`src/rtl/wormhole_arbiter_if.sv`:
```
`default_nettype none
// ============================================================================
// Module   : wormhole_arbiter_if
// Brief    : Flit input bundle and registered output link of the wormhole arbiter.
// Revision : 1.0 - initial release
// ============================================================================
interface wormhole_arbiter_if #(
    parameter int NUM_INPUTS = 5,
    parameter int WIDTH      = 73,
    parameter int IDX_W      = $clog2(NUM_INPUTS)
);
    logic [NUM_INPUTS-1:0][WIDTH-1:0] i_data;
    logic [NUM_INPUTS-1:0]            i_valid;
    logic [NUM_INPUTS-1:0]            i_last;
    logic [NUM_INPUTS-1:0]            o_ready;
    logic [WIDTH-1:0]                 o_data;
    logic                             o_last;
    logic                             o_valid;
    logic [IDX_W-1:0]                 o_src_idx;
    logic                             o_locked;
    logic                             i_ready;

    // Traffic source and sink around the arbiter.
    modport master (
        output i_data, i_valid, i_last, i_ready,
        input  o_ready, o_data, o_last, o_valid, o_src_idx, o_locked
    );

    // The arbiter itself.
    modport slave (
        input  i_data, i_valid, i_last, i_ready,
        output o_ready, o_data, o_last, o_valid, o_src_idx, o_locked
    );
endinterface
`default_nettype wire

```
`src/rtl/wormhole_arbiter.sv`:
```
`default_nettype none
// ============================================================================
// Module   : wormhole_arbiter
// Brief    : N:1 packet-locking flit arbiter (round-robin or fixed priority)
//            with one registered output stage.
// Revision : 1.0 - initial release
// ============================================================================
module wormhole_arbiter #(
    parameter int NUM_INPUTS = 5,
    parameter int WIDTH      = 73,
    parameter int RR_MODE    = 1,
    parameter int IDX_W      = $clog2(NUM_INPUTS)
) (
    input  wire logic         i_clk,
    input  wire logic         i_arst_n,
    wormhole_arbiter_if.slave bus
);
    localparam logic [0:0]       S_UNLOCKED = 1'b0;
    localparam logic [0:0]       S_LOCKED   = 1'b1;
    localparam logic [IDX_W-1:0] C_LAST_IDX = IDX_W'(NUM_INPUTS - 1);
    localparam logic [IDX_W:0]   C_NUM      = (IDX_W + 1)'(NUM_INPUTS);

    logic [0:0]            r_state;
    logic [0:0]            w_state_nxt;
    logic                  w_locked;
    logic [IDX_W-1:0]      r_lock_idx;
    logic [IDX_W-1:0]      r_rr_ptr;
    logic                  r_out_valid;
    logic                  r_out_last;
    logic [WIDTH-1:0]      r_out_data;
    logic [IDX_W-1:0]      r_out_src;

    logic                  w_space;
    logic                  w_found;
    logic                  w_has_sel;
    logic                  w_xfer;
    logic                  w_xfer_last;
    logic [IDX_W-1:0]      w_base;
    logic [IDX_W-1:0]      w_free_sel;
    logic [IDX_W-1:0]      w_sel;
    logic [IDX_W:0]        w_cand;
    logic [NUM_INPUTS-1:0] w_ready;

    assign w_space = !r_out_valid || bus.i_ready;

    // Circular search from the pointer; the pointer stays 0 in fixed-priority
    // mode, so the same search yields the lowest valid index there.
    always_comb begin
        w_base     = (RR_MODE != 0) ? r_rr_ptr : '0;
        w_found    = 1'b0;
        w_free_sel = '0;
        w_cand     = '0;
        for (int i = 0; i < NUM_INPUTS; i++) begin
            w_cand = {1'b0, w_base} + (IDX_W + 1)'(i);
            if (w_cand >= C_NUM) begin
                w_cand = w_cand - C_NUM;
            end
            if (!w_found && bus.i_valid[w_cand[IDX_W-1:0]]) begin
                w_found    = 1'b1;
                w_free_sel = w_cand[IDX_W-1:0];
            end
        end
    end

    assign w_sel     = w_locked ? r_lock_idx : w_free_sel;
    assign w_has_sel = w_locked || w_found;

    always_comb begin
        w_ready = '0;
        if (w_has_sel && w_space && i_arst_n) begin
            w_ready[w_sel] = 1'b1;
        end
    end

    assign w_xfer      = |(w_ready & bus.i_valid);
    assign w_xfer_last = bus.i_last[w_sel];

    // Lock state machine: state register
    always_ff @(posedge i_clk or negedge i_arst_n) begin
        if (!i_arst_n) begin
            r_state <= S_UNLOCKED;
        end else begin
            r_state <= w_state_nxt;
        end
    end

    // Lock state machine: next state
    always_comb begin
        w_state_nxt = r_state;
        case (r_state)
            S_UNLOCKED: if (w_xfer && !w_xfer_last) w_state_nxt = S_LOCKED;
            S_LOCKED:   if (w_xfer && w_xfer_last)  w_state_nxt = S_UNLOCKED;
            default:    w_state_nxt = S_UNLOCKED;
        endcase
    end

    // Lock state machine: outputs
    always_comb begin
        w_locked = (r_state == S_LOCKED);
    end

    always_ff @(posedge i_clk or negedge i_arst_n) begin
        if (!i_arst_n) begin
            r_lock_idx <= '0;
            r_rr_ptr   <= '0;
        end else begin
            if (w_xfer && !w_locked && !w_xfer_last) begin
                r_lock_idx <= w_sel;
            end
            // Pointer only advances at packet boundaries, with explicit wrap.
            if ((RR_MODE != 0) && w_xfer && w_xfer_last) begin
                r_rr_ptr <= (w_sel == C_LAST_IDX) ? '0 : w_sel + 1'b1;
            end
        end
    end

    always_ff @(posedge i_clk or negedge i_arst_n) begin
        if (!i_arst_n) begin
            r_out_valid <= 1'b0;
            r_out_last  <= 1'b0;
            r_out_data  <= '0;
            r_out_src   <= '0;
        end else if (w_xfer) begin
            r_out_valid <= 1'b1;
            r_out_last  <= w_xfer_last;
            r_out_data  <= bus.i_data[w_sel];
            r_out_src   <= w_sel;
        end else if (bus.i_ready) begin
            r_out_valid <= 1'b0;
        end
    end

    assign bus.o_ready   = w_ready;
    assign bus.o_valid   = r_out_valid;
    assign bus.o_last    = r_out_last;
    assign bus.o_data    = r_out_data;
    assign bus.o_src_idx = r_out_src;
    assign bus.o_locked  = w_locked;

    a_ready_onehot: assert property (@(posedge i_clk) disable iff (!i_arst_n)
        $onehot0(w_ready));

    a_hold_stable: assert property (@(posedge i_clk) disable iff (!i_arst_n)
        (r_out_valid && !bus.i_ready) |=>
        ($stable(r_out_data) && $stable(r_out_last) && $stable(r_out_src)));
endmodule
`default_nettype wire

```
`src/flat_wrapper.sv`:
```
// flat-port wrapper written by rule: the top's interface ports become plain ports
module wormhole_arbiter_flat 
#(
    parameter int NUM_INPUTS = 5,
    parameter int WIDTH      = 73,
    parameter int RR_MODE    = 1,
    parameter int IDX_W      = $clog2(NUM_INPUTS)
)
  (i_clk, i_arst_n, bus_i_data, bus_i_valid, bus_i_last, bus_i_ready, bus_o_ready, bus_o_data, bus_o_last, bus_o_valid, bus_o_src_idx, bus_o_locked);
  wormhole_arbiter_if #(.NUM_INPUTS(NUM_INPUTS), .WIDTH(WIDTH), .IDX_W(IDX_W)) bus_i ();
  input  wire logic i_clk;
  input  wire logic i_arst_n;
  input wire logic [$bits(bus_i.i_data)-1:0] bus_i_data;
  input wire logic [$bits(bus_i.i_valid)-1:0] bus_i_valid;
  input wire logic [$bits(bus_i.i_last)-1:0] bus_i_last;
  input wire logic [$bits(bus_i.i_ready)-1:0] bus_i_ready;
  output wire logic [$bits(bus_i.o_ready)-1:0] bus_o_ready;
  output wire logic [$bits(bus_i.o_data)-1:0] bus_o_data;
  output wire logic [$bits(bus_i.o_last)-1:0] bus_o_last;
  output wire logic [$bits(bus_i.o_valid)-1:0] bus_o_valid;
  output wire logic [$bits(bus_i.o_src_idx)-1:0] bus_o_src_idx;
  output wire logic [$bits(bus_i.o_locked)-1:0] bus_o_locked;
  assign bus_i.i_data = bus_i_data;
  assign bus_i.i_valid = bus_i_valid;
  assign bus_i.i_last = bus_i_last;
  assign bus_i.i_ready = bus_i_ready;
  assign bus_o_ready = bus_i.o_ready;
  assign bus_o_data = bus_i.o_data;
  assign bus_o_last = bus_i.o_last;
  assign bus_o_valid = bus_i.o_valid;
  assign bus_o_src_idx = bus_i.o_src_idx;
  assign bus_o_locked = bus_i.o_locked;
  wormhole_arbiter #(.NUM_INPUTS(NUM_INPUTS), .WIDTH(WIDTH), .RR_MODE(RR_MODE), .IDX_W(IDX_W)) u_core (.i_clk(i_clk), .i_arst_n(i_arst_n), .bus(bus_i));
endmodule
```
`config.mk`:
```
export PLATFORM = sky130hd
export DESIGN_NAME = wormhole_arbiter_flat
export DESIGN_NICKNAME = d
export VERILOG_FILES = /design/src/rtl/wormhole_arbiter_if.sv /design/src/rtl/wormhole_arbiter.sv /design/src/flat_wrapper.sv
export SDC_FILE = /design/constraint.sdc
export NUM_CORES = 1
export LEC_CHECK = 0
export ABC_AREA = 1
export BUFFER_PORTS_ARGS = -buffer_cell sky130_fd_sc_hd__clkbuf_2
export CORE_AREA = 2 2 180 182
export CTS_CLUSTER_DIAMETER = 80
export DETAILED_ROUTE_END_ITERATION = 7
export DIE_AREA = 0 0 182 184
export PLACE_DENSITY = 0.46
export SETUP_SLACK_MARGIN = 0.05
export SLEW_MARGIN = 10
export SYNTH_ARGS = -nofsm -noshare
export SYNTH_HDL_FRONTEND = slang
export SYNTH_SLANG_ARGS = --single-unit
```
`constraint.sdc`:
```
create_clock -name i_clk -period 4.95 [get_ports i_clk]
set_clock_uncertainty 0.15 [all_clocks]
set_input_delay 0.2475 -clock i_clk [delete_from_list [all_inputs] [get_ports i_clk]]
set_output_delay 0.2475 -clock i_clk [all_outputs]
set_load 0.02 [all_outputs]
```
Yosys cells after proc, flatten, opt, wreduce, memory -nomap -nowiden
Cells that the tools add are included.
{ "word_totals": {"register_bits": 85, "output_inout_bits": 84, "input_bits": 378, "wordCells": 93} }
{ "op_classes": {"n_bitwise": 2, "reduce_logical": 22, "n_eq_ne": 1, "mux": 39, "addsub": 10, "order_cmp": 12} }
{ "ops": {"columns": ["cell", "count"], "rows": [
  ["73-bit binary-select mux with 3-bit select", 1],
  ["73-bit two-way mux", 1],
  ["3-bit two-way mux", 12],
  ["3-bit by 4-bit less-than comparator with 1-bit output, second input constant", 6],
  ["1-bit binary-select mux with 3-bit select", 6],
  ["4-bit by 3-bit >= comparator with 1-bit output, second input constant", 4],
  ["1-bit two-way mux", 16],
  ["3-bit subtractor, second input constant", 5],
  ["1-bit logical AND", 11],
  ["3-bit by 2-bit adder with 4-bit output, second input constant", 2],
  ["1-bit logical NOT", 7],
  ["5-bit bitwise AND", 1],
  ["5-bit two-way mux", 1],
  ["5-bit OR reduction", 1],
  ["3-bit by 1-bit adder with 4-bit output, second input constant", 1],
  ["3-bit by 3-bit adder with 4-bit output, second input constant", 1],
  ["3-bit by 1-bit adder with 3-bit output, second input constant", 1],
  ["1-bit demux with 3-bit select", 1],
  ["3-bit == test, second input constant", 1],
  ["3-bit by 1-bit >= comparator with 1-bit output, second input constant", 1],
  ["3-bit >= comparator, second input constant", 1],
  ["1-bit logical OR", 2],
  ["1-bit one-hot mux with 2 select lines", 1],
  ["2-bit nonzero test", 1],
  ["1-bit inverter", 1]
]} }

Depth between registers and ports, before layout
Gate-level depths: netlist of the first run.
{ "depth": {"word_depth": 28, "depth_mapped": 30, "depth_no_buf": 29} }

Worst setup path after synthesis of the first run
Ideal clock, no wire load.
{ "synth_path": {"kind": "reg-to-reg", "from": "register u_core.r_rr_ptr[0]", "to": "register u_core.r_out_data[23], in the netlist u_core.bus.o_data[23]", "t_required_ns": 4.683, "stages_incl_launch_ff": 28, "t_arrival_ns": 3.420, "setup_slack_ns": 1.263, "path_cell_list": "dfrtp_1 -> buf_6 -> inv_4 -> ha_1 -> inv_1 -> fa_1 -> inv_1 -> nand3_1 -> nand2_1 -> nand2_1 -> nand3_1 -> nand3_1 -> nand2_1 -> nand4_2 -> nor2_2 -> a21oi_1 -> nand2_2 -> nand3_1 -> nor2_1 -> nand2_1 -> nand2_1 -> nor2_2 -> nand2_4 -> inv_2 -> buf_6 -> buf_8 -> nand2_2 -> nand2_1"} }
{ "synth_between": {"elab_chain_len": 25, "elab_cells_between_ends": 61, "cone_classes": "add/sub (9); order compare (7); mux (31); bitwise (1); reduce/logical (13)"} }
{ "synth_lines": {"columns": ["element", "line_no", "rtl"], "rows": [
  ["start, declared", "wormhole_arbiter.sv:27", "logic [IDX_W-1:0] r_rr_ptr;"],
  ["start signal, assigned", "wormhole_arbiter.sv:112", "r_rr_ptr <= (w_sel == C_LAST_IDX) ? '0 : w_sel + 1'b1;"],
  ["parallel branches: the longest is 22 deep, another holds 3-bit by 1-bit adder with 4-bit output", null, null],
  ["5-bit two-way mux *", "wormhole_arbiter.sv:70", "if (w_has_sel && w_space && i_arst_n) begin"],
  ["net bus_o_ready[0]", "flat_wrapper.sv:17", "output wire logic [$bits(bus_i.o_ready)-1:0] bus_o_ready;"],
  ["5-bit bitwise AND *", "wormhole_arbiter.sv:75", "assign w_xfer = |(w_ready & bus.i_valid);"],
  ["5-bit OR reduction *", "wormhole_arbiter.sv:75", null],
  ["end signal, assigned", "wormhole_arbiter.sv:126", "r_out_data <= bus.i_data[w_sel];"],
  ["end, declared", "wormhole_arbiter.sv:30", "logic [WIDTH-1:0] r_out_data;"]
]} }
Mark *: on every way through the listed nets, which the timed path passes. The select of a mux whose other input is x is not followed.
A chain may end at the register's enable or synchronous reset.

Worst setup path after layout of the first run
{ "layout_path": {"from": "register u_core.r_rr_ptr[0]", "to": "register u_core.r_out_data[25], in the netlist u_core.bus.o_data[25]"} }
{ "layout_between": {"elab_chain_len": 25, "elab_cells_between_ends": 61, "cone_classes": "add/sub (9); order compare (7); mux (31); bitwise (1); reduce/logical (13)"} }
{ "layout_lines": {"columns": ["element"], "rows": [
  ["parallel branches: the longest is 25 deep, another holds 3-bit by 1-bit adder with 4-bit output"]
]} }
Several ways; the timed one is not identified. The select of a mux whose other input is x is not followed.

==> summary.txt, run 1 <==
Run status
  • Outcome: finished, final reports clean

Critical path
  • Critical path launch point type: flop
  • Endpoint type of the worst setup path: flop
  • Data required time of the critical path: 5080 ps
  • Worst Path Arrival: 4450 ps
  • Critical path class: reg2reg
  • Worst Path Max Fanout: 42

Detailed routing
  • Antenna viol nets, final: 0
  • Routed WL: 33500 um
  • Drt via density: 4.44
  • Routed wire per std cell: 16.3 um
  • Total number of vias: 9150
  • Drt drc: 0
  • Drt pass-1 iters: 4
  • DR iter-0 viols: 547

STA
  • RSZ-0062 raised after global routing: no
  • Final period util: 87.3%
  • Fin worst setup slack: 630 ps
  • Final setup violation count: 0
  • Fin Setup TNS: 0 ps
  • Tightest Pin Transition: 848 ps
  • Slew Viols, Final: 0
  • Max Clock Freq: 231 MHz
  • Fin. Hold Viols: 0
  • Slew Limit Headroom: 43.5%
  • Tmin final: 4320 ps

Global route
  • M2 GR Usage: 34.4%
  • Largest net degree at the start of global routing: 75
  • Met1 Use GR: 24.1%
  • Initial antenna violation count: 2
  • First-pass GRT wire length: 50600 um
  • Global-route usage over all layers: 19.5%
  • Busiest grt layer: met2
  • Number of global-route vias before repair: 8948
  • Met3 GRT Util: 3.23%
  • Total gr overflow: 0

Power
  • Leakage power: 0.00595 uW
  • Total Power: 9090 uW
  • Pwr Density: 900 mW/mm^2
  • VDD IR max: 0.000582 V

Floorplan
  • Chip Width: 182 um
  • Placement Rows: 65
  • Core area: 0.0314 sq mm
  • Die area: 0.0335 sq mm
  • I/O pin total: 462
  • Initial Utilization: 22.7%
  • DIE HEIGHT: 184 um

Cells and area
  • Share of cells above drive strength 1: 32.8%
  • Layout area overhead: 41.9%
  • Nets: 2039

Clocking
  • CTS tree: yes
  • Root Buffer: clkbuf_16
  • H-tree levels: 3
  • Clock Sinks: 85
  • Clk slew on worst S/H paths: 70 ps
  • Longest Clk Path Bufs: 2
  • CTS Buf Count: 9
  • Clk Latency, worst-skew pair: 340 ps

Synth
  • Synth cell types: 36
  • Synth warn: 0
  • Synth Register Bits: 85
  • FFs w/ async S/R, synth: 100%
  • Post-synth EDFFs: 0
  • Synth top area share: 43.4%
  • Top-count cell post-synth: nand2_1
  • Dominant cell type by area after synthesis: nand2_1
  • Syn Inst Count: 1230
  • Main synth FF type: dfrtp_1
  • Synth cell count leaders: 823 x nand2_1, 85 x dfrtp_1, 85 x nand4_1
  • Syn Area/Cell: 5.79 sq um
  • Top post-synthesis cells by area: nand2_1 43%, dfrtp_1 30%, nand4_1 7.5%
  • Mapped Nets: 1617
  • Cell Area, Synth: 0.00712 sq mm
  • Sequential share of the synthesized area: 29.9%

Placement
  • Port buffer count: 461
  • Placer Congestion: 0.865
  • Dpl ws: 509 ps
  • HPWL Detailed: 26700 um

Flow run
  • Number of max-cap violations: 0

Worst hold path
  • Min-Delay Path Class: in2reg
[layer usage]
metal,up-vias,part of all wire [%]
li1,4700,-
met1,4125,42
met2,284,50
met3,41,5.0
met4,0,2.9
met5,-,0
[worst paths after layout]
path,start,to,slack [ps],cells past startpoint
max,u_core.r_rr_ptr[0]$_DFFE_PN0P_,u_core.bus.o_data[25]$_DFFE_PN0P_,630,26
min,bus_i_data[296],u_core.bus.o_data[4]$_DFFE_PN0P_,40,5
max reg2reg,u_core.r_rr_ptr[0]$_DFFE_PN0P_,u_core.bus.o_data[25]$_DFFE_PN0P_,630,26
min reg2reg,u_core.r_lock_idx[1]$_DFFE_PN0P_,u_core.r_lock_idx[1]$_DFFE_PN0P_,330,2
max in group asynchronous,i_arst_n,u_core.bus.o_data[12]$_DFFE_PN0P_,3170,4
min in group asynchronous,i_arst_n,u_core.bus.o_data[14]$_DFFE_PN0P_,460,3
[cell families after synthesis]
kind of cell,share of synthesized area (%)
AO/OA/AOI/OAI,2.55
flip-flops,29.9
buffers and inverters,7.08
AND/OR/NAND/NOR,58.1
adder cells (fa/ha/maj),1.69
XOR/XNOR,0.685
[where the power goes]
group | internal (uW) | total [uW] | leakage [uW] | switching [uW]
sequential | 1020 | 1220 | 0.00109 | 201
clock | 401 | 708 | 0.000153 | 307
combinational | 2190 | 7160 | 0.00471 | 4970
total | 3610 | 9090 | 0.00595 | 5480
[layout make-up]
class,count,area (sq um)
fill,3574,21300
multi-input combinational,1038,4500
timing repair buffer,476,2490
sequential,85,2130
tap,402,503
clock buffer,9,225
inverter,42,161
clock inverter,7,81.3
antenna,2,5.00
[cell usage in the layout (no fill, tap or decap), drive strengths merged, types with 2 or more instances in the layout]
cell type,count
clkinv,3
nand4,86
diode,2
dfrtp,85
xor2,2
nand3,35
a31oi,3
nand2,845
inv,45
o21bai,2
a21oi,8
ha,8
nand3b,3
o211ai,2
nor2,26
clkbuf,469
o21ai,12
buf,15
[state kept, by name, indices dropped and copies added (netlist names), named ones only]
signal	flops
u_core.bus.o_src_idx	3
u_core.bus.o_valid	1
u_core.r_lock_idx	3
u_core.r_rr_ptr	3
u_core.bus.o_last	1
u_core.bus.o_data	73
[what timing repair did]
item	CTS	global route
buffers inserted	0	0
endpoints found under the setup margin	0	5
endpoints found under the hold margin	47	0
gates resized for setup	0	2
hold buffers	1	0
[critical path, cell delays in order (launching register included)]
cell,delay [ps]
dfrtp_1,580
inv_4,200
ha_1,170
inv_1,50
fa_1,370
inv_1,90
nand3_1,130
nand2_1,190
nand2_1,70
nand3_1,90
nand3_1,90
nand2_1,140
nand4_2,170
nor2_2,150
nand2_1,80
nand3_2,120
nand2_4,110
inv_2,120
nand2_1,80
inv_2,60
buf_4,430
nand2_1,100
nand4_1,210
nand2_1,110
nand2_1,70
nand2_1,50
nand2_1,50
[metrics by stage]
stage | cells | util (%) | hold slack, ps | instance area (sq um)
finish | 2061 | 32.2 | 39.9 | 10100
global route | 2061 | 32.2 | 43.1 | 10100
CTS | 2059 | 32.1 | 19.8 | 10100
detailed placement | 2042 | 31.1 | 294 | 9770
global placement | 2042 | 31.1 | 294 | 9770
floorplan | 1230 | - | -198 | 7120
Power figures use the tool's default switching activity.
==> inputs of run 2 (changes only) <==
--- a/config.mk
+++ b/config.mk
@@ -11,7 +11,7 @@
 export CTS_CLUSTER_DIAMETER = 80
 export DETAILED_ROUTE_END_ITERATION = 7
 export DIE_AREA = 0 0 182 184
-export PLACE_DENSITY = 0.46
+export PLACE_DENSITY_LB_ADDON = 0.15
 export SETUP_SLACK_MARGIN = 0.05
 export SLEW_MARGIN = 10
 export SYNTH_ARGS = -nofsm -noshare
==> run 2 against run 1 <==
  * Clock power decreased by 3.0%
  * Hold slack got worse by 1.5 ps
  * First-iteration DRC count decreased by 17%
  * Critical path depth unchanged
  * Wire length increased by 2.7%
  * Worst setup slack got worse by 64 ps
  * Die area unchanged
  * Critical endpoint is now u_core.bus.o_data[1]$_DFFE_PN0P_
  * Largest cell class unchanged
==> summary.txt, run 2 (synthesized netlist as in run 1, its figures left out) <==
Run status
  • Outcome: finished, final reports clean

Critical path
  • Data required time of the critical path: 5090 ps (about the same)
  • Worst Path Max Fanout: 41 (-2.4%)
  • Setup crit start: u_core.r_rr_ptr[0]$_DFFE_PN0P_
  • RR Startpoint: u_core.r_rr_ptr[0]$_DFFE_PN0P_
  • Critical path class: reg2reg
  • R2R setup slack: 570 ps (-60 ps)
  • Worst Path Arrival: 4530 ps (+80 ps)
  • Critical path launch point type: flop
  • Endpoint type of the worst setup path: flop

Clocking
  • Clk slew on worst S/H paths: 70 ps (about the same)
  • CTS Buf Count: 9 (unchanged)
  • Clock Sinks: 85 (unchanged)
  • Clk Latency, worst-skew pair: 340 ps (about the same)
  • CTS tree: yes
  • Post-CTS Setup Bufs: 0 (unchanged)
  • H-tree levels: 3 (unchanged)
  • Longest Clk Path Bufs: 2 (unchanged)
  • Root Buffer: clkbuf_16

STA
  • Fin. Hold Viols: 0 (unchanged)
  • Slew Limit Headroom: 53.6% (+10 points)
  • Final setup violation count: 0 (unchanged)
  • Fin Setup TNS: 0 ps (unchanged)
  • Tightest Pin Transition: 696 ps (-152 ps)
  • Fin worst setup slack: 565 ps (-64.4 ps)
  • Final period util: 88.6% (+1.3 points)
  • RSZ-0062 raised after global routing: no
  • Slew Viols, Final: 0 (unchanged)
  • Max Clock Freq: 228 MHz (-1.5%)
  • Tmin final: 4380 ps (+64.4 ps)

Power
  • Total Power: 8960 uW (-1.5%)
  • Internal power: 3520 uW (-2.6%)
  • Sequential power share: 13.7% (+0.3 points)
  • Sw Share: 60.7% (+0.44 points)
  • Leakage power: 0.00593 uW (-0.46%)
  • VDD IR max: 0.000437 V (-25%)
  • Combinational share of power: 78.6% (-0.2 points)
  • Pwr Density: 893 mW/mm^2 (-0.83%)
  • Switching pwr: 5440 uW (-0.77%)
  • Clk pwr share: 7.7% (about the same)

Flow run
  • Number of max-cap violations: 0 (unchanged)

Detailed routing
  • Antenna viol nets, final: 0 (unchanged)
  • Routed wire per std cell: 16.7 um (+2.7%)
  • Drt pass-1 iters: 4 (unchanged)
  • DR iter-0 viols: 455 (-17%)
  • Drt drc: 0 (unchanged)
  • Drt via density: 4.47 (+0.78%)
  • Total number of vias: 9226 (+0.83%)
  • Routed WL: 34500 um (+2.7%)

Floorplan
  • Core area: 0.0314 sq mm (unchanged)
  • I/O pin total: 462 (unchanged)
  • Initial Utilization: 22.7% (unchanged)
  • Placement Rows: 65 (unchanged)
  • DIE HEIGHT: 184 um (unchanged)
  • Chip Width: 182 um (unchanged)
  • Die area: 0.0335 sq mm (unchanged)

Placement
  • HPWL Detailed: 28000 um (+4.9%)
  • Port buffer count: 461 (unchanged)
  • Dpl ws: 580 ps (+70.2 ps)
  • Placer Congestion: 0.910 (+5.3%)

Worst hold path
  • Min-delay src: bus_i_data[357]
  • Min-Delay Path Class: in2reg

Cells and area
  • Nets: 2042 (+0.15%)
  • Largest register FFs: 73 (unchanged)
  • Most common cell after layout, fill and taps aside: nand2_1
  • Area of the multi-input gates: 0.00450 sq mm (unchanged)
  • Filler cells: 3630 (+1.6%)
  • Share of cells above drive strength 1: 32.8% (about the same)
  • Layout area overhead: 40.9%
  • Register area: 0.00213 sq mm (unchanged)
  • Leading cell types in the layout, fill and taps excluded: 823 x nand2_1, 460 x clkbuf_2, 85 x nand4_1, 85 x dfrtp_1

Global route
  • Global-route usage over all layers: 19.8% (+0.33 points)
  • First-pass GRT wire length: 51100 um (+0.87%)
  • Largest net degree at the start of global routing: 51 (-32%)
  • Initial antenna violation count: 1 (-1)
  • Total gr overflow: 0 (unchanged)
  • Number of global-route vias before repair: 8942 (-0.067%)
## run 2: cell count changes in the layout (fill, tap and decap cells not counted), sizes merged
| cell | before | now |
|---|---|---|
| clkinvlp | 0 | 3 |
| buf | 15 | 18 |
| diode | 2 | 1 |
| inv | 45 | 42 |
| clkbuf | 469 | 470 |
| clkinv | 3 | 1 |
## run 2: repair_timing
| item | in CTS | in global routing |
|---|---|---|
| gates resized for setup | 0 | 0 |
| hold endpoints to repair | 46 | 0 |
| hold buffers | 1 | 0 |
## run 2: final timing paths
path | endpoint | cells after the start
setup / recovery | u_core.bus.o_data[1]$_DFFE_PN0P_ | 26
hold / removal | u_core.bus.o_data[65]$_DFFE_PN0P_ | 5
setup reg to reg | u_core.bus.o_data[1]$_DFFE_PN0P_ | 26
hold reg to reg | u_core.bus.o_data[7]$_DFFE_PN0P_ | 2
max in group asynchronous | u_core.bus.o_src_idx[1]$_DFFE_PN0P_ | 3
min in group asynchronous | u_core.bus.o_data[3]$_DFFE_PN0P_ | 2
## run 2: worst max-delay path: stages, from the launching register on
cell	delay (ps)
dfrtp_1	570
inv_4	190
ha_1	150
inv_1	40
fa_1	370
inv_1	90
nand2_2	90
o21ai_0	330
nand3_1	160
nand2_1	90
nand2_1	50
nand2_1	130
nand3_1	120
nand2_1	90
nand2_1	40
nand2_1	120
nor2_1	60
nor2_2	190
nor2_2	80
nand2_1	90
nor2_1	50
nor2_2	170
nand2_4	140
clkinv_2	70
buf_4	430
nand2_1	110
nand2_1	90
## run 2: layout make-up
class                      instances  area share (%)
clock buffer                      10            2.28
sequential                        85            21.2
timing repair buffer             479            24.4
multi-input combinational       1038            44.9
clock inverter                     5           0.611
antenna                            1          0.0249
tap                              402            5.01
inverter                          42            1.61
## run 2: power by group through the flow
stage | Combinational (uW) | Sequential [uW] | Clock (uW)
2_1_floorplan | 4790 | 1510 | 0
3_3_place_gp | 7200 | 1240 | 0
3_5_place_dp | 7160 | 1240 | 0
4_1_cts | 7190 | 1230 | 715
5_1_grt | 7950 | 1270 | 737
6_report | 7040 | 1230 | 687
## run 2: per-layer routing
layer	GRT usage, %	part of all wire (%)
met1	23.7	40
met5	0	0
met3	3.55	4.9
met2	35.1	52
met4	8.13	3.4
## run 2: stage by stage
| step | hold WS, ps | cell area, sq um | util (%) | cells |
|---|---|---|---|---|
| 2_1_floorplan | -198 | 7120 | - | 1230 |
| 3_3_place_gp | 192 | 9730 | 31.0 | 2045 |
| 3_5_place_dp | 196 | 9730 | 31.0 | 2045 |
| 4_1_cts | 20.8 | 10000 | 32.0 | 2061 |
| 5_1_grt | 34.2 | 10000 | 32.0 | 2062 |
| 6_report | 38.5 | 10000 | 32.0 | 2062 |
==> inputs of run 3 (changes only) <==
--- a/config.mk
+++ b/config.mk
@@ -7,10 +7,11 @@
 export LEC_CHECK = 0
 export ABC_AREA = 1
 export BUFFER_PORTS_ARGS = -buffer_cell sky130_fd_sc_hd__clkbuf_2
-export CORE_AREA = 2 2 180 182
+export CORE_AREA = 2 2 179 181
 export CTS_CLUSTER_DIAMETER = 80
 export DETAILED_ROUTE_END_ITERATION = 7
-export DIE_AREA = 0 0 182 184
+export DIE_AREA = 0 0 181 183
+export HOLD_SLACK_MARGIN = 0.08
 export PLACE_DENSITY_LB_ADDON = 0.15
 export SETUP_SLACK_MARGIN = 0.05
 export SLEW_MARGIN = 10
==> run 3 against run 2 <==
  * First-iteration DRC count up 16%
  * Die area down 1.1%
  * Largest power group unchanged
  * Highest routed layer unchanged
  * Critical endpoint is now u_core.bus.o_data[44]$_DFFE_PN0P_
  * Sequential power about the same
  * Final area up 6.8%
==> summary.txt, run 3 (synthesized netlist as in run 1, its figures left out) <==
Floorplan
  • DIE HEIGHT: 183 um (-0.54%)
  • Placement Rows: 65 (unchanged)
  • Chip Width: 181 um (-0.55%)
  • Die area: 0.0331 sq mm (-1.1%)
  • I/O pin total: 462 (unchanged)
  • Initial Utilization: 22.8% (+0.12 points)
  • Core area: 0.0312 sq mm (-0.52%)

Cells and area
  • Filler cells: 3624 (-0.17%)
  • Layout area overhead: 50.5%
  • Nets: 2108 (+3.2%)
  • Most common cell after layout, fill and taps aside: nand2_1
  • Fin util: 34.3% (+2.4 points)
  • Leading cell types in the layout, fill and taps excluded: 823 x nand2_1, 460 x clkbuf_2, 85 x nand4_1, 85 x dfrtp_1, 65 x dlygate4sd3_1
  • Share of cells above drive strength 1: 31.7% (-1.1 points)
  • Largest register FFs: 73 (unchanged)

Clocking
  • CTS Buf Count: 9 (unchanged)
  • H-tree levels: 3 (unchanged)
  • Post-CTS Resized: 0 (unchanged)
  • Post-CTS Setup Bufs: 0 (unchanged)
  • Clk slew on worst S/H paths: 60 ps (about the same)
  • Longest Clk Path Bufs: 2 (unchanged)
  • Post-CTS Hold Buffers: 65 (+64)
  • Root Buffer: clkbuf_16
  • CTS tree: yes
  • Clock Sinks: 85 (unchanged)
  • Clk Latency, worst-skew pair: 340 ps (about the same)

Global route
  • First-pass GRT wire length: 51700 um (+1.3%)
  • M2 GR Usage: 35.2% (+0.10 points)
  • Met1 Use GR: 25.0% (+1.3 points)
  • Busiest grt layer: met2
  • Number of global-route vias before repair: 9320 (+4.2%)
  • Largest net degree at the start of global routing: 53 (+3.9%)
  • Total gr overflow: 0 (unchanged)
  • Global-route usage over all layers: 20.0% (+0.12 points)
  • Initial antenna violation count: 2 (+1)
  • Met3 GRT Util: 3.34% (-0.21 points)

Critical path
  • Setup crit start: u_core.r_rr_ptr[0]$_DFFE_PN0P_
  • Data required time of the critical path: 5080 ps (about the same)
  • R2R setup slack: 660 ps (+90 ps)
  • RR Startpoint: u_core.r_rr_ptr[0]$_DFFE_PN0P_
  • Register-to-Register Path Depth: 26 (unchanged)
  • Reg-to-Reg End: u_core.bus.o_data[44]$_DFFE_PN0P_
  • Critical path class: reg2reg
  • Endpoint type of the worst setup path: flop
  • Worst Path Max Fanout: 26 (-37%)
  • Critical path launch point type: flop
  • CP endpoint: u_core.bus.o_data[44]$_DFFE_PN0P_
  • Worst Path Arrival: 4420 ps (-110 ps)

Detailed routing
  • Drt drc: 0 (unchanged)
  • Routed wire per std cell: 15.8 um (-5.5%)
  • Total number of vias: 9539 (+3.4%)
  • DR iter-0 viols: 530 (+16%)
  • Antenna viol nets, final: 0 (unchanged)
  • Drt pass-1 iters: 5 (+1)
  • Routed WL: 33600 um (-2.5%)
  • Drt via density: 4.48 (+0.14%)

STA
  • Max Clock Freq: 233 MHz (+2.2%)
  • Final period util: 86.7% (-1.9 points)
  • Slew Viols, Final: 0 (unchanged)
  • Slew Limit Headroom: 52.2% (-1.4 points)
  • Final setup violation count: 0 (unchanged)
  • Fin Setup TNS: 0 ps (unchanged)
  • RSZ-0062 raised after global routing: no
  • Tmin final: 4290 ps (-93.3 ps)
  • Tightest Pin Transition: 716 ps (+20.5 ps)
  • Worst hold slack: 79.8 ps (+41.3 ps)
  • Fin. Hold Viols: 0 (unchanged)

Run status
  • Outcome: finished, final reports clean

Worst hold path
  • Min-Delay Path Class: in2reg
  • Min-delay src: bus_i_data[323]

Power
  • VDD IR max: 0.000878 V (+100%)
  • Leakage power: 0.00621 uW (+4.8%)
  • Pwr Density: 846 mW/mm^2 (-5.2%)

Placement
  • Port buffer count: 461 (unchanged)
  • Placer Congestion: 0.937 (+2.9%)
  • HPWL Detailed: 26900 um (-3.8%)

Flow run
  • Number of max-cap violations: 0 (unchanged)
[run 3: critical path, stage by stage, from the launching register on]
cell and delay (ps):
dfrtp_1 570, inv_4 190, ha_1 150, inv_1 50, fa_1 370, inv_1 90, nand3_1 130, nand2_1 180
nand2_1 70, nand3_1 80, nand3_1 80, nand2_1 160, nand4_2 160, nor2_2 150, nand2_1 80, nand3_2 130
nand2_4 110, inv_2 120, nand2_1 70, inv_2 280, buf_4 360, nand2_1 80, nand4_1 80, nand2_1 50
nand2_1 100, nand2_1 70, nand2_1 60
[run 3: stage by stage]
stage	total power [uW]	std cells	worst slack, ps	instance area [sq um]
floorplan	6300	1230	1260	7120
finish	9070	2129	659	10700
detailed placement	8460	2047	602	9770
global route	10100	2129	78.3	10700
global placement	8490	2047	686	9770
CTS	9230	2127	587	10700
[run 3: where the power goes]
| part | internal, uW | switching, uW | total (uW) |
|---|---|---|---|
| sequential | 1020 | 190 | 1210 |
| combinational | 2190 | 4980 | 7170 |
| clock | 391 | 298 | 688 |
[run 3: worst min path at each step]
stage | endpoint | slack [ps] | cells after the start
floorplan | asynchronous set/reset pin | -200 | 0
global placement | u_core.bus.o_data[3]$_DFFE_PN0P_ | 100 | 1
detailed placement | u_core.bus.o_data[3]$_DFFE_PN0P_ | 110 | 1
CTS | u_core.bus.o_data[50]$_DFFE_PN0P_ | 90 | 5
global route | u_core.bus.o_data[50]$_DFFE_PN0P_ | 100 | 5
finish | u_core.bus.o_data[31]$_DFFE_PN0P_ | 80 | 5
[run 3: per-layer routing]
| metal | vias up | wire length [um] |
|---|---|---|
| met3 | 40 | 1650 |
| met2 | 307 | 17000 |
| met5 | - | 0 |
| li1 | 4833 | - |
| met4 | 0 | 798 |
| met1 | 4359 | 14100 |
[run 3: layout make-up]
cell class | instances | area, sq um | area share [%]
Antenna cell | 2 | 5.00 | 0.0467
Clock buffer | 10 | 229 | 2.14
Clock inverter | 5 | 61.3 | 0.572
Inverter | 42 | 161 | 1.51
Multi-Input combinational cell | 1038 | 4500 | 42.0
Sequential cell | 85 | 2130 | 19.8
Tap cell | 402 | 503 | 4.69
Timing Repair Buffer | 545 | 3130 | 29.2
